`src/rtl/line_pkg.sv`:
```
// Shared definitions for the line rasteriser: state encoding, internal
// arithmetic width helper and default visible-screen limits.
package line_pkg;

  typedef enum logic [1:0] {
    S_IDLE  = 2'd0,
    S_SETUP = 2'd1,
    S_DRAW  = 2'd2,
    S_DONE  = 2'd3
  } state_t;

  localparam int DEF_XMAX = 639;
  localparam int DEF_YMAX = 479;

  // Signed width wide enough for 2*err and the dx/dy sums without overflow.
  function automatic int ew_f(input int xw, input int yw);
    return ((xw > yw) ? xw : yw) + 2;
  endfunction

endpackage

```
`src/rtl/bresenham_step.sv`:
```
// One combinational Bresenham step: err_next and cur_next from the current
// error term, deltas and step directions (sx/sy given as "step negative" flags).
module bresenham_step #(
  parameter int EW = 12
) (
  input  logic signed [EW-1:0] i_err,
  input  logic signed [EW-1:0] i_dx,
  input  logic signed [EW-1:0] i_dy,
  input  logic signed [EW-1:0] i_cur_x,
  input  logic signed [EW-1:0] i_cur_y,
  input  logic                 i_sx_neg,
  input  logic                 i_sy_neg,
  output logic signed [EW-1:0] o_err_next,
  output logic signed [EW-1:0] o_cur_x_next,
  output logic signed [EW-1:0] o_cur_y_next
);

  localparam logic signed [EW-1:0] ONE  = EW'(1);
  localparam logic signed [EW-1:0] ZERO = EW'(0);

  logic signed [EW-1:0] w_e2;
  logic                 w_step_x;
  logic                 w_step_y;

  // Both decisions use the same e2, so the error update is one combined sum.
  always_comb begin
    w_e2         = i_err <<< 1;
    w_step_x     = (w_e2 >= i_dy);
    w_step_y     = (w_e2 <= i_dx);
    o_err_next   = i_err + (w_step_x ? i_dy : ZERO) + (w_step_y ? i_dx : ZERO);
    o_cur_x_next = i_cur_x;
    o_cur_y_next = i_cur_y;
    if (w_step_x) begin
      o_cur_x_next = i_sx_neg ? (i_cur_x - ONE) : (i_cur_x + ONE);
    end else begin
      o_cur_x_next = i_cur_x;
    end
    if (w_step_y) begin
      o_cur_y_next = i_sy_neg ? (i_cur_y - ONE) : (i_cur_y + ONE);
    end else begin
      o_cur_y_next = i_cur_y;
    end
  end

endmodule

```
`src/rtl/line_raster_engine.sv`:
```
// Bresenham line rasteriser: one command in, one pixel per cycle out on a
// stallable stream. Define LINE_CLIP_EN to suppress pixels beyond XMAX/YMAX.
module line_raster_engine
  import line_pkg::*;
#(
  parameter int XW   = 10,
  parameter int YW   = 9,
  parameter int CW   = 3,
  parameter int XMAX = DEF_XMAX,
  parameter int YMAX = DEF_YMAX
) (
  input  logic          clk,
  input  logic          resetn,
  input  logic          cmd_valid,
  output logic          cmd_ready,
  input  logic [XW-1:0] cmd_x0,
  input  logic [XW-1:0] cmd_x1,
  input  logic [YW-1:0] cmd_y0,
  input  logic [YW-1:0] cmd_y1,
  input  logic [CW-1:0] cmd_colour,
  input  logic          abort,
  output logic          pix_valid,
  input  logic          pix_ready,
  output logic [XW-1:0] pix_x,
  output logic [YW-1:0] pix_y,
  output logic [CW-1:0] pix_colour,
  output logic          busy,
  output logic          done
);

  localparam int EW = ew_f(XW, YW);
`ifdef LINE_CLIP_EN
  localparam logic CLIP = 1'b1;
`else
  localparam logic CLIP = 1'b0;
`endif
  localparam logic signed [EW-1:0] XMAX_E = EW'(XMAX);
  localparam logic signed [EW-1:0] YMAX_E = EW'(YMAX);

  state_t               r_state, w_state_next;
  logic signed [EW-1:0] r_x0, r_y0, r_x1, r_y1;
  logic signed [EW-1:0] r_dx, r_dy, r_err, r_cx, r_cy;
  logic                 r_sx_neg, r_sy_neg;
  logic [CW-1:0]        r_colour;
  logic                 r_pix_valid, r_cmd_ready, r_busy, r_done;

  logic signed [EW-1:0] w_err_next, w_cx_next, w_cy_next, w_dx, w_dy;
  logic                 w_accept, w_at_end, w_adv, w_step_en;
  logic                 w_vis_start, w_vis_next, w_pv_next;

  bresenham_step #(.EW(EW)) u_step (
    .i_err        (r_err),
    .i_dx         (r_dx),
    .i_dy         (r_dy),
    .i_cur_x      (r_cx),
    .i_cur_y      (r_cy),
    .i_sx_neg     (r_sx_neg),
    .i_sy_neg     (r_sy_neg),
    .o_err_next   (w_err_next),
    .o_cur_x_next (w_cx_next),
    .o_cur_y_next (w_cy_next)
  );

  assign w_accept    = r_cmd_ready && cmd_valid;
  assign w_dx        = (r_x1 >= r_x0) ? (r_x1 - r_x0) : (r_x0 - r_x1);
  assign w_dy        = (r_y1 >= r_y0) ? (r_y0 - r_y1) : (r_y1 - r_y0);
  assign w_at_end    = (r_cx == r_x1) && (r_cy == r_y1);
  // An invisible (clipped) pixel never waits for pix_ready.
  assign w_adv       = !r_pix_valid || pix_ready;
  assign w_step_en   = (r_state == S_DRAW) && !abort && w_adv && !w_at_end;
  assign w_vis_start = !CLIP || ((r_x0 <= XMAX_E) && (r_y0 <= YMAX_E));
  assign w_vis_next  = !CLIP || ((w_cx_next <= XMAX_E) && (w_cy_next <= YMAX_E));

  // Next-state and next pix_valid decision.
  always_comb begin
    w_state_next = r_state;
    w_pv_next    = 1'b0;
    case (r_state)
      S_IDLE: begin
        if (w_accept) w_state_next = S_SETUP;
        else          w_state_next = S_IDLE;
      end
      S_SETUP: begin
        if (abort) begin
          w_state_next = S_IDLE;
        end else begin
          w_state_next = S_DRAW;
          w_pv_next    = w_vis_start;
        end
      end
      S_DRAW: begin
        if (abort) begin
          w_state_next = S_IDLE;
        end else if (!w_adv) begin
          w_pv_next = r_pix_valid;
        end else if (w_at_end) begin
          w_state_next = S_DONE;
        end else begin
          w_pv_next = w_vis_next;
        end
      end
      S_DONE:  w_state_next = S_IDLE;
      default: w_state_next = S_IDLE;
    endcase
  end

  // State, datapath and registered outputs.
  always_ff @(posedge clk) begin
    if (!resetn) begin
      r_state     <= S_IDLE;
      r_cmd_ready <= 1'b1;
      r_busy      <= 1'b0;
      r_done      <= 1'b0;
      r_pix_valid <= 1'b0;
      r_x0        <= '0;
      r_y0        <= '0;
      r_x1        <= '0;
      r_y1        <= '0;
      r_dx        <= '0;
      r_dy        <= '0;
      r_err       <= '0;
      r_cx        <= '0;
      r_cy        <= '0;
      r_sx_neg    <= 1'b0;
      r_sy_neg    <= 1'b0;
      r_colour    <= '0;
    end else begin
      r_state     <= w_state_next;
      r_cmd_ready <= (w_state_next == S_IDLE);
      r_busy      <= (w_state_next != S_IDLE);
      r_done      <= (w_state_next == S_DONE);
      r_pix_valid <= w_pv_next;
      if (w_accept) begin
        r_x0     <= $signed({{(EW-XW){1'b0}}, cmd_x0});
        r_y0     <= $signed({{(EW-YW){1'b0}}, cmd_y0});
        r_x1     <= $signed({{(EW-XW){1'b0}}, cmd_x1});
        r_y1     <= $signed({{(EW-YW){1'b0}}, cmd_y1});
        r_colour <= cmd_colour;
      end
      if (r_state == S_SETUP) begin
        r_dx     <= w_dx;
        r_dy     <= w_dy;
        r_err    <= w_dx + w_dy;
        r_sx_neg <= !(r_x1 > r_x0);
        r_sy_neg <= !(r_y1 > r_y0);
        r_cx     <= r_x0;
        r_cy     <= r_y0;
      end
      if (w_step_en) begin
        r_err <= w_err_next;
        r_cx  <= w_cx_next;
        r_cy  <= w_cy_next;
      end
    end
  end

  assign cmd_ready  = r_cmd_ready;
  assign pix_valid  = r_pix_valid;
  assign pix_x      = r_cx[XW-1:0];
  assign pix_y      = r_cy[YW-1:0];
  assign pix_colour = r_colour;
  assign busy       = r_busy;
  assign done       = r_done;

endmodule

```
`config.mk`:
```
export PLATFORM = sky130hd
export DESIGN_NAME = line_raster_engine
export DESIGN_NICKNAME = d
export VERILOG_FILES = /design/src/rtl/line_pkg.sv /design/src/rtl/bresenham_step.sv /design/src/rtl/line_raster_engine.sv
export SDC_FILE = /design/constraint.sdc
export NUM_CORES = 1
export LEC_CHECK = 0
export ABC_CLOCK_PERIOD_IN_PS = 6100
export CORE_MARGIN = 5
export CORE_UTILIZATION = 60
export CTS_CLUSTER_DIAMETER = 200
export CTS_CLUSTER_SIZE = 10
export DETAILED_ROUTE_END_ITERATION = 6
export GPL_TIMING_DRIVEN = 0
export PLACE_DENSITY = 0.9
export SYNTH_ARGS = -nofsm -noshare
export SYNTH_HDL_FRONTEND = slang
export SYNTH_SLANG_ARGS = --single-unit
export TNS_END_PERCENT = 1
```
`constraint.sdc`:
```
create_clock -name clk -period 6.1 [get_ports clk]
set_input_delay 1.525 -clock clk [delete_from_list [all_inputs] [get_ports clk]]
set_output_delay 1.525 -clock clk [all_outputs]
set_load 0.05 [all_outputs]
```
# Word-level counts from Yosys, hierarchy flattened
# Cells that the tools add are included.
totals:
  regBits: 109
  input_bits: 46
  output_inout_bits: 26
  wordCells: 85
classes:
  n_addsub: 11
  order_cmp: 6
  n_eq_ne: 9
  mux: 25
  reduce_logical: 17
ops:
  columns: ["cell", "n"]
  rows:
  - ["two-way mux 12 bit", 14]
  - ["adder 12 bit", 3]
  - ["adder 12 x 2 -> 12 bit, second input constant", 2]
  - ["subtractor 12 x 2 -> 12 bit, second input constant", 2]
  - ["subtractor 10 x 10 -> 11 bit", 2]
  - ["subtractor 9 x 9 -> 10 bit", 2]
  - ["equality test 12 x 10 -> 1 bit", 1]
  - ["equality test 12 x 11 -> 1 bit", 1]
  - [">= comparator 12 bit", 1]
  - ["<= comparator 12 bit", 1]
  - [">= comparator 10 bit", 1]
  - ["> comparator 10 bit", 1]
  - [">= comparator 9 bit", 1]
  - ["> comparator 9 bit", 1]
  - ["two-way mux 2 bit", 4]
  - ["case mux 2 bit (4 select lines)", 1]
  - ["equality test 2 bit, second input constant", 3]
  - ["logical AND 1 bit", 5]
  - ["logical NOT 1 bit", 5]
  - ["two-way mux 1 bit", 5]
  - ["logical NOT 2 bit", 2]
  - ["inequality test 2 x 1 -> 1 bit, second input constant", 2]
  - ["AND reduction 2 bit", 2]
  - ["nonzero test 2 bit", 2]
  - ["other kinds (4)", 4]

# Logic depth before layout (Yosys ltp)
logic_depth:
  ltp_word: 7
  ltp_mapped: 24
  mapped_depth_nobuf: 23

# Modules after synthesis
# A second synthesis with hierarchy kept.
unflattened:
  cells_unflattened: 1136
  area_unflattened_um2: 9251.4
modules_own_cells:
  columns: ["module", "n_inst", "cells_each", "area_each_um2", "seq_area_each_um2"]
  rows:
  - ["line_raster_engine", 1, 811, 6739.0, 2122.0]
  - ["bresenham_step", 1, 325, 2512.4, 0.0]

# Worst setup path before layout
# OpenSTA, ideal clock, no wires.
synth_timing:
  path_type: "reg2reg"
  start: "reg r_dx[9]"
  end: "reg r_err[10]"
  setup_ps: 96
  arrival_time_ps: 4294
  t_required_ps: 6004
  slack_ps: 1710
  stages_incl_launch_ff: 19
  n_path_buf: 1
  period_less_slack_ps: 4390
  cell_sequence: "dfxtp_1 -> inv_1 -> ha_1 -> a21o_1 -> a2111oi_0 -> nand2_1 -> o21ai_1 -> clkbuf_1 -> and2_1 -> fa_1 -> ha_1 -> a21o_1 -> a21oi_1 -> o211ai_1 -> a41oi_1 -> nand3_1 -> or4_1 -> a31o_2 -> o41ai_2"
synth_via:
  elab_chain_len: 4
synth_rtl:
  columns: ["item", "line", "text"]
  rows:
  - ["from (decl)", "line_raster_engine.sv:42", "logic signed [EW-1:0] r_dx, r_dy, r_err, r_cx, r_cy;"]
  - ["from (signal assigned)", "line_raster_engine.sv:141", "r_dx <= w_dx;"]
  - ["<= comparator 12 bit", "bresenham_step.sv:29", "w_step_y = (w_e2 <= i_dx);"]
  - ["two-way mux 12 bit (*)", "bresenham_step.sv:30", "o_err_next = i_err + (w_step_x ? i_dy : ZERO) + (w_step_y ? i_dx : ZERO);"]
  - ["adder 12 bit (*)", "bresenham_step.sv:30", null]
  - ["two-way mux 12 bit (*)", "line_raster_engine.sv:149", "if (w_step_en) begin"]
  - ["to (signal assigned)", "line_raster_engine.sv:143", "r_err <= w_dx + w_dy;"]
  - ["to (signal assigned)", "line_raster_engine.sv:150", "r_err <= w_err_next;"]
  - ["to (decl)", "line_raster_engine.sv:42", null]
# Mark *: on every way between the ends. The rest lies on a longest branch, timed or not.
# A chain may end at the register's enable or synchronous reset.

# Worst setup path after layout
layout_timing:
  start: "reg r_err[8]"
  end: "reg r_err[10]"
layout_via:
  elab_chain_len: 5
  word_cells_on_any_way: 7
  classes_between: "add/sub (2); order compare (2); mux (3)"
layout_rtl:
  columns: ["item", "line", "text"]
  rows:
  - [">= comparator 12 bit", "bresenham_step.sv:28", "w_step_x = (w_e2 >= i_dy);"]
  - ["two-way mux 12 bit", "bresenham_step.sv:30", null]
  - ["adder 12 bit", "bresenham_step.sv:30", null]
  - ["adder 12 bit (*)", "bresenham_step.sv:30", null]
  - ["two-way mux 12 bit (*)", "line_raster_engine.sv:149", null]
# Marks and branches as above.

==> results.json <==
{
  "postSynthNetCount": 1226,
  "cts_max_path_buffers": 2,
  "worstHoldPathCells": 2,
  "postCtsSetupBuffers": 0,
  "layout_overhead_on_the_synthesized_area_pct": 14.3,
  "vias_per_cell": 6.04,
  "buffer_ports.inserted": 71,
  "total_power_consumption_w": 0.00289,
  "status": "complete, no violations",
  "post_cts_resize_count": 0,
  "wirelength_um": 24200,
  "total_leakage_power_nw": 4.48,
  "setup.worst_path.start_class": "register",
  "initialDrtViolationCount": 694,
  "via_count": 8013,
  "placement.setup.worst_slack_ns": 0.779,
  "design.die.area_um2": 16800,
  "cts_hold_repair.buffers": 0,
  "grt_pass1_vias": 7823,
  "place_hpwl_um": 18900,
  "setup_violations": 0,
  "clock_pin_slew_of_the_registers_on_the_worst_case_setup_and_hold_paths_ns": 0.07,
  "async_reset_ff_share_pct": 0,
  "min_delay_worst_endpoint": "pix_colour[0]$_SDFFE_PN0P_",
  "report.final.hold_viol_count": 0,
  "hold_class": "register to register",
  "cp.arrival_ns": 5.70,
  "tritoncts_clock_tree": "yes",
  "ant_nets": 0,
  "gr-usage-all-layers_pct": 29.2,
  "synthDominantAreaCellType": "sky130_fd_sc_hd__dfxtp_1",
  "timing.setup.critical_path_class": "register to register",
  "antenna_cells": 0,
  "dp_cells": 1311,
  "tightest_slew_ns": 0.823,
  "layout_common_cells": "138 x sky130_fd_sc_hd__nand2_1, 105 x sky130_fd_sc_hd__dfxtp_1, 102 x sky130_fd_sc_hd__ha_1",
  "rsz_0062_raised_after_global_routing": "false",
  "grt_start_max_net_pins": 17,
  "yosys_warnings": 0,
  "layout.cells.most_common": "sky130_fd_sc_hd__nand2_1",
  "synth-edff-count": 0,
  "grt-ovfl-total": 0,
  "num_rows": 43,
  "root_buffer": "sky130_fd_sc_hd__clkbuf_16",
  "slew_viols_final": 0,
  "r2r-start": "r_err[8]$_SDFFE_PN0P_",
  "post_synth.cell_area_avg_um2": 8.11,
  "ys_top_cells_by_area": "sky130_fd_sc_hd__dfxtp_1 24%, sky130_fd_sc_hd__ha_1 15%, sky130_fd_sc_hd__nand2_1 6.0%, sky130_fd_sc_hd__a21oi_1 5.2%, sky130_fd_sc_hd__fa_1 4.2%",
  "p_per_area_nw_per_um2": 294,
  "fmaxAchievable_mhz": 184,
  "floorplan.initialDensity_pct": 61.4,
  "synth.top_cell.area_share_pct": 24.5,
  "crit_chain": "ha_1, a21o_1, a2111oi_0, nand2_1, o21ai_1, clkbuf_1, and2_1, fa_1, ha_1, a21o_1, a21oi_1, o211ai_1, a41oi_1, nand3_1, or4_1, a31o_2, o41ai_2",
  "finalWorstSetupSlack_ns": 0.673,
  "hold_path.startpoint": "pix_colour[0]$_SDFFE_PN0P_",
  "r2r_cells": 17,
  "nets": 1308,
  "finClkSkew_ns": 0.00802,
  "main_flop_type_after_synthesis": "sky130_fd_sc_hd__dfxtp_1",
  "total_buffers_and_inverters_traversed_by_the_critical_path": 1,
  "utilization_pct": 70.2,
  "drtPass1Iterations": 5,
  "vdd.ir_drop.worst_v": 0.000175,
  "cp.required_ns": 6.37,
  "grt_antenna_before_repair": 0,
  "instances_no_fill": 1326,
  "max_stage_delay_ns": 0.63,
  "cts_made_buffers": 9,
  "seq_total_area_yosys_pct": 24.5,
  "placeableCoreArea_um2": 14000,
  "filler_cell_count": 1111,
  "gp_routability_congestion": 0.979,
  "post_drt_wl_per_cell_um": 18.2,
  "postSynthCellCount": 1060,
  "final.min_clock_period_ns": 5.43,
  "drcViolationCount": 0,
  "crit_path_top_delay_cell": "sky130_fd_sc_hd__a2111oi_0",
  "timing.rr.end": "r_err[10]$_SDFFE_PN0P_",
  "cp_capture_type": "register",
  "timing.critical_path.fanout_max": 10,
  "ys_types": 68,
  "io_pins": 72,
  "synthesis.area_um2": 8590,
  "worst_skew_pair.late_latency_ns": 0.36,
  "setup_total_negative_slack_ns": 0,
  "timing.reg2reg.setup_slack_ns": 0.67,
  "dieHeight_um": 130,
  "crit_family": "compound AO/OA/AOI/OAI gates",
  "layout-drive-gt1-share_pct": 5.24,
  "cap_viol_max_count": 0,
  "tritoncts_num_sinks": 105,
  "chipWidth_um": 130,
  "htree_num_levels": 3,
  "grt_first_pass_wirelength_um": 38800,
  "postSynthRegisterBits": 105,
  "slew_headroom_pct": 45.2,
  "share_of_the_clock_period_used_by_the_worst_path_after_layout_pct": 89.0
}
per-stage QoR:
stage | hold slack (ns) | instance area, µm²
6_report | 0.458 | 9820
5_1_grt | 0.493 | 9820
4_1_cts | 0.462 | 9820
3_5_place_dp | 0.452 | 9530
3_3_place_gp | 0.444 | 9530
2_1_floorplan | 0.449 | 8590
area by class of cell:
cell class                 count  area, µm²  area share (%)
multi-input combinational    796       5790            58.9
buffer                        65        347            3.53
clock buffer                  11        243            2.47
tap                          180        225            2.29
timing repair buffer          71        711            7.23
inverter                      94        353            3.59
clock inverter                 4       52.6           0.535
sequential                   105       2100            21.4
logic make-up (layout without fill, tap and decap cells):
logic type	Yosys count	after routing	synth area share [%]
AOI/OAI and AO/OA	262	262	21.0
adders and majority gates	120	120	19.0
buffers and inverters	159	245	8.14
DFF	105	105	24.5
and+or+nand+nor	317	317	16.9
muxes	32	32	3.82
xor gates and xnor gates	65	65	6.63
state kept, by name (all words and copies together) (netlist names), 2 cells and up:
register,count
r_y0,9
r_dy,10
r_cx,12
r_x1,10
r_y1,9
r_state,2
r_x0,10
r_dx,11
r_cy,12
r_err,11
pix_colour,3
worst min-delay path, delay by kind of cell (launching register included):
kind | cells | cell delay [ns]
AND/OR/NAND/NOR | 1 | 0.05
flip-flops | 1 | 0.31
AO/OA/AOI/OAI | 1 | 0.05
how the worst max path moves through the flow:
stage	to	startpoint	cells past startpoint	slack (ns)
floorplan	r_err[10]$_SDFFE_PN0P_	r_dx[9]$_SDFFE_PN0P_	18	1.71
global placement	r_err[10]$_SDFFE_PN0P_	r_err[8]$_SDFFE_PN0P_	17	0.95
detailed placement	r_err[10]$_SDFFE_PN0P_	r_err[8]$_SDFFE_PN0P_	17	0.78
CTS	r_err[10]$_SDFFE_PN0P_	r_err[8]$_SDFFE_PN0P_	17	0.74
global route	r_err[10]$_SDFFE_PN0P_	r_err[8]$_SDFFE_PN0P_	17	0.37
finish	r_err[10]$_SDFFE_PN0P_	r_err[8]$_SDFFE_PN0P_	17	0.67
power breakdown:
| group | internal, W | switching [W] |
|---|---|---|
| Clock | 0.000329 | 0.000267 |
| Combinational | 0.000608 | 0.000861 |
| Sequential | 0.000743 | 0.0000820 |
cells in the mapped netlist (5+ instances only):
master	number
sky130_fd_sc_hd__clkbuf_1	36
sky130_fd_sc_hd__nor2b_1	13
sky130_fd_sc_hd__o21a_1	5
sky130_fd_sc_hd__o21ai_0	24
sky130_fd_sc_hd__a22oi_1	5
sky130_fd_sc_hd__fa_1	18
sky130_fd_sc_hd__nor3_1	16
sky130_fd_sc_hd__ha_1	102
sky130_fd_sc_hd__nor4_1	7
sky130_fd_sc_hd__a211oi_1	23
sky130_fd_sc_hd__and2_1	20
sky130_fd_sc_hd__o211ai_1	11
sky130_fd_sc_hd__nand2_1	138
sky130_fd_sc_hd__o211a_1	9
sky130_fd_sc_hd__buf_4	20
sky130_fd_sc_hd__a21oi_1	89
sky130_fd_sc_hd__nand3_1	13
sky130_fd_sc_hd__dfxtp_1	105
sky130_fd_sc_hd__xor2_1	35
sky130_fd_sc_hd__mux2_2	6
sky130_fd_sc_hd__xnor2_1	30
sky130_fd_sc_hd__a21o_1	37
sky130_fd_sc_hd__and3_1	15
sky130_fd_sc_hd__a31oi_1	8
sky130_fd_sc_hd__nor2_1	67
sky130_fd_sc_hd__nand2b_1	9
sky130_fd_sc_hd__mux2i_1	26
sky130_fd_sc_hd__a221oi_1	6
sky130_fd_sc_hd__nand4_1	7
sky130_fd_sc_hd__inv_1	93
routing by layer:
metal / up-vias / wire length, µm / track usage (%)
li1: 3821 / - / -
met1: 3732 / 10100 / 38.3
met2: 387 / 11100 / 47.1
met3: 73 / 1900 / 3.83
met4: 0 / 1080 / 15.0
met5: - / 0 / 0
No activity file was read; power rests on OpenSTA's default activity.
